$ cat src/rtl/mmio_seg_key.sv
// mmio_seg_key: MMIO-mapped multiplexed seven-segment display driver with a debounced key-code capture register.
module mmio_seg_key #(
  parameter int DIGITS   = 4,
  parameter int SCAN_DIV = 50000,
  parameter int DEBOUNCE = 16,
  parameter int KEY_W    = 7
) (
  input  logic              clk,
  input  logic              rst,
  input  logic              sel,
  input  logic [1:0]        addr,
  input  logic [15:0]       in,
  input  logic              wEna,
  input  logic              rEna,
  output logic [15:0]       out,
  input  logic [KEY_W-1:0]  inPKey,
  output logic [7:0]        outPDisp,
  output logic [DIGITS-1:0] outPCtrl
);
  localparam int DW = DIGITS > 1 ? $clog2(DIGITS) : 1;
  localparam int SW = $clog2(SCAN_DIV);
  localparam int BW = $clog2(DEBOUNCE);
  localparam logic [6:0] HEX [16] = '{7'h3F, 7'h06, 7'h5B, 7'h4F, 7'h66, 7'h6D, 7'h7D, 7'h07,
                                      7'h7F, 7'h6F, 7'h77, 7'h7C, 7'h39, 7'h5E, 7'h79, 7'h71};
  logic [15:0]      disp_lo, disp_hi, ctrl, keystat, rdata;
  logic [KEY_W-1:0] s1, s2, last, stable, key_code;
  logic             key_valid, wr, rd, settled, capture, blank, dp;
  logic [BW-1:0]    db_cnt;
  logic [SW-1:0]    scan_cnt;
  logic [DW-1:0]    digit;
  logic [3:0]       nib;
  assign wr      = sel & wEna;
  assign rd      = sel & rEna;
  assign keystat = {key_valid, 15'(key_code)};
  assign rdata   = addr == 2'd0 ? disp_lo : addr == 2'd1 ? disp_hi : addr == 2'd2 ? ctrl : keystat;
  // last holds the code currently being timed; settled once it survived the full count
  assign settled = s2 == last && db_cnt == BW'(DEBOUNCE - 1);
  assign capture = settled && last != stable && last != '0;
  assign nib      = 4'({disp_hi, disp_lo} >> {digit, 2'b00});
  assign blank    = 1'(ctrl[7:0] >> digit);
  assign dp       = 1'(ctrl[15:8] >> digit);
  assign outPDisp = blank ? 8'hFF : ~{dp, HEX[nib]};
  assign outPCtrl = ~(DIGITS'(1) << digit);
  always_ff @(posedge clk or negedge rst) begin
    if (!rst) begin
      disp_lo   <= '0;
      disp_hi   <= '0;
      ctrl      <= '0;
      key_code  <= '0;
      key_valid <= 1'b0;
      out       <= '0;
      s1        <= '0;
      s2        <= '0;
      last      <= '0;
      stable    <= '0;
      db_cnt    <= '0;
      scan_cnt  <= '0;
      digit     <= '0;
    end else begin
      s1 <= inPKey;
      s2 <= s1;
      if (s2 != last) begin
        last   <= s2;
        db_cnt <= '0;
      end else if (!settled) db_cnt <= db_cnt + 1'b1;
      if (settled) stable <= last;
      if (capture) key_code <= last;
      // a fresh capture outranks a clearing read on the same edge
      if (capture) key_valid <= 1'b1;
      else if (rd && addr == 2'd3) key_valid <= 1'b0;
      if (rd) out <= rdata;
      if (wr && addr == 2'd0) disp_lo <= in;
      if (wr && addr == 2'd1) disp_hi <= in;
      if (wr && addr == 2'd2) ctrl <= in;
      if (scan_cnt == SW'(SCAN_DIV - 1)) begin
        scan_cnt <= '0;
        digit    <= digit == DW'(DIGITS - 1) ? '0 : digit + 1'b1;
      end else scan_cnt <= scan_cnt + 1'b1;
    end
  end
endmodule

$ cat config.mk
export PLATFORM = sky130hd
export DESIGN_NAME = mmio_seg_key
export DESIGN_NICKNAME = d
export VERILOG_FILES = /design/src/rtl/mmio_seg_key.sv
export SDC_FILE = /design/constraint.sdc
export NUM_CORES = 1
export LEC_CHECK = 0
export CAP_MARGIN = 10
export CORE_MARGIN = 5
export CORE_UTILIZATION = 30
export DETAILED_ROUTE_END_ITERATION = 6
export MAX_ROUTING_LAYER = met4
export SETUP_SLACK_MARGIN = 0.1
export SYNTH_ARGS = -nofsm -noshare
export SYNTH_HDL_FRONTEND = slang
export SYNTH_SLANG_ARGS = --single-unit
$ cat constraint.sdc
create_clock -name clk -period 5.03 [get_ports clk]
set_input_delay 1.006 -clock clk [delete_from_list [all_inputs] [get_ports clk]]
set_output_delay 1.006 -clock clk [all_outputs]
set_load 0.02 [all_outputs]
==> impl_metrics.json <==
{
  "path_buf_inv": 2,
  "finalCritPeriodShare_pct": 82.0,
  "cts_resized": 0,
  "numCtsBuffers": 17,
  "p_leak_nw": 2.99,
  "power.switching_mw": 0.744,
  "min_period_ps": 4130,
  "seqPwrFrac_pct": 40.2,
  "antenna_left": 0,
  "synth-main-ff-cell": "dfrtp_1",
  "wire_per_inst_um": 16.2,
  "synth_fp_nets": 471,
  "max_slew_margin_pct": 34.9,
  "ys_seq_area_share_pct": 55.2,
  "synthAdderAreaFrac_pct": 2.72,
  "clock_path_buffers": 2,
  "wl_um": 11800,
  "grt_first_pass_wirelength_um": 19800,
  "final_util_pct": 38.4,
  "nNetsFinal": 530,
  "placed_area_um2": 6310,
  "drc_errors": 0,
  "cts.sinks": 122,
  "synth.avg_cell_area_um2": 12.9,
  "cts_tree": "built",
  "antenna_found_initial": 1,
  "finalHoldViolCount": 0,
  "synth_mux_area_share_pct": 21.1,
  "slew_viol_final": 0,
  "hold_ws_ps": 347,
  "ir_drop_mv": 0.248,
  "grt_overflow_total": 0,
  "clock_latency_ps": 400,
  "p_sw_share_pct": 24.9,
  "yosys_register_bits": 122,
  "synth-compound-area-share_pct": 4.44,
  "share_comb_of_total_power_pct": 17.7,
  "post_cts_buffers": 0,
  "power_mw": 2.98,
  "synth_warnings": 0,
  "rsz0062_at_grt": "no",
  "setup_viol": 0,
  "skew_ps": 5.00,
  "port_buffers": 57,
  "synth-xor-area-share_pct": 4.59,
  "status": "complete, no violations",
  "cap_violations": 0,
  "die_h_um": 146,
  "power_density_nw_per_um2": 431,
  "chipWidth_um": 146,
  "critical-path-slowest-cell": "mux4_1",
  "async_flop_share_pct": 100,
  "start_util_pct": 30.7,
  "cp_slowest_stage_delay_ps": 730,
  "vias": 3477,
  "clockPowerShare_pct": 42.2,
  "regArea_um2": 3050,
  "drt_iter0_markers": 109,
  "tightest_slew_ps": 975,
  "clockRootBuffer": "clkbuf_16",
  "critPathMaxFanout": 9,
  "criticalPathCategory": "flip-flop to output pin",
  "max_freq_ghz": 0.242,
  "holdBufCountCts": 0,
  "clkTransAtPathRegs_ps": 60,
  "critPathTopFamily": "buffers and inverters",
  "num_rows": 49,
  "multi_input_area_um2": 2320,
  "synth-edff-count": 0,
  "track_usage_pct": 11.9,
  "critPathCaptureType": "output pin",
  "core_area_um2": 18000,
  "grt_pass1_vias": 3641,
  "synth_area_um2": 5530,
  "synth_simple_gate_area_share_pct": 9.05,
  "required_ps": 4020,
  "dp_hpwl_um": 8120,
  "fin_setup_tns_ps": 0,
  "path_cells": "mux4_1 > inv_1 > ha_1 > o21ai_0 > nand2_1 > o211ai_1 > clkdlybuf4s50_1",
  "hold_class": "flip-flop to flip-flop",
  "drtPass1Iterations": 4,
  "grt_max_degree": 55,
  "die_area_um2": 21200,
  "internal-power_mw": 2.24,
  "place.gp.congestion": 0.827,
  "ios": 58,
  "viasPerCell": 4.76,
  "cp.arrival_ps": 3120,
  "fill_cells": 1708,
  "startpoint_type": "flip-flop",
  "synth_cell_type_count": 41,
  "areaGrowthSynthToFinish_pct": 25.3,
  "drive_gt1_share_pct": 23.0,
  "synth_top_family_by_area": "multiplexers",
  "synth_cells": 429,
  "cts_max_level": 4,
  "design_area_um2": 6930
}
[worst reg2reg max path: cells and delay by family (launching register included)]
kind,cells,cell delay [ps]
adders and majority gates,1,210
DFF,1,390
muxes,1,160
and+or+nand+nor,4,1240
[metrics by stage]
step / worst slack, ps / cells
global placement: 1390 / 698
global route: 718 / 730
floorplan: 2010 / 429
detailed placement: 1310 / 698
finish: 904 / 730
CTS: 856 / 729
[power groups by stage]
stage	Sequential [mW]	Clock, mW	Combinational, mW
floorplan	1.22	0	0.289
global placement	1.21	0	0.516
detailed placement	1.22	0	0.532
CTS	1.20	1.29	0.534
global route	1.21	1.33	0.576
finish	1.20	1.26	0.527
[cells by family (layout without fill, tap and decap cells)]
family                   count (synthesis)  after routing
XOR/XNOR                                29             29
AND/OR/NAND/NOR                        100            100
flip-flops                             122            122
multiplexers                            91             91
other                                    0              1
AO/OA/AOI/OAI                           40             40
buffers and inverters                   35            106
adder cells (fa/ha/maj)                 12             12
[layout make-up]
cell class / count / area share (%)
Timing Repair Buffer: 63 / 8.85
Tap cell: 229 / 4.14
Sequential cell: 122 / 44.1
Clock buffer: 23 / 6.76
Clock inverter: 8 / 2.06
Multi-Input combinational cell: 272 / 33.4
Antenna cell: 1 / 0.0361
Inverter: 12 / 0.650
[metal layers]
| layer | routed length, µm | track usage (%) | share of wire [%] | up-vias |
|---|---|---|---|---|
| met1 | 5320 | 14.7 | 45 | 1760 |
| met4 | 193 | 3.82 | 1.6 | 0 |
| met5 | 0 | - | 0 | - |
| met3 | 659 | 3.92 | 5.6 | 13 |
| met2 | 5650 | 18.6 | 48 | 78 |
| li1 | - | - | - | 1626 |
[synthesized netlist by cell type (2+ instances only)]
cell type    n  share of area (%)
buf_6        2               0.41
buf_2       10               0.91
a22o_1       7                1.1
xnor2_1     13                2.1
mux2i_1     13                2.4
o221ai_1     3               0.48
a21oi_1     11                1.0
mux4_1       3                1.4
nand3_1      9               0.81
ha_1        12                2.7
nand4_1      4               0.45
mux4_2      10                4.1
dfrtp_1    122                 55
and2b_2      2               0.32
nor2_1      26                1.8
xor2_1      16                2.5
nand2_1     33                2.2
nor2b_1      5               0.57
mux2_2      65                 13
o21ai_1      3               0.27
nor4_1       2               0.23
o21ai_0     12                1.1
and4_1       2               0.32
nor3_2       2               0.36
clkbuf_1    11               0.75
inv_1       11               0.75
nor3_1       6               0.54
[cell usage in the layout (no fill, tap or decap), drive strengths merged, types with 7 or more instances in the layout]
master,Yosys,final
ha,12,12
a21oi,11,11
o21ai,15,15
dfrtp,122,122
clkbuf,11,23
inv,11,11
nor2,26,26
clkdlybuf4s50,0,56
mux2,65,65
mux4,13,13
nand3,9,9
nor3,8,8
xor2,16,16
mux2i,13,13
buf,12,7
a22o,7,7
xnor2,13,13
nand2,33,33
[worst paths after layout]
check                            startpoint          end  slack, ps  cells past startpoint
worst max register to register  scan_cnt[0]     digit[0]       2960                      6
worst max-delay path               digit[0]  outPDisp[3]        900                      7
min in group asynchronous               rst       out[7]        560                      1
max in group asynchronous               rst  scan_cnt[2]       3410                      2
worst min register to register        s1[5]        s2[5]        350                      0
worst min-delay path                  s1[5]        s2[5]        350                      0
[state kept, by name, indices dropped and copies added, names as in the netlist]
register	cells
ctrl	16
disp_hi	16
disp_lo	16
out	16
scan_cnt	16
key_code	7
last	7
s1	7
s2	7
stable	7
db_cnt	4
digit	2
key_valid	1
No activity file was read; power rests on OpenSTA's default activity.
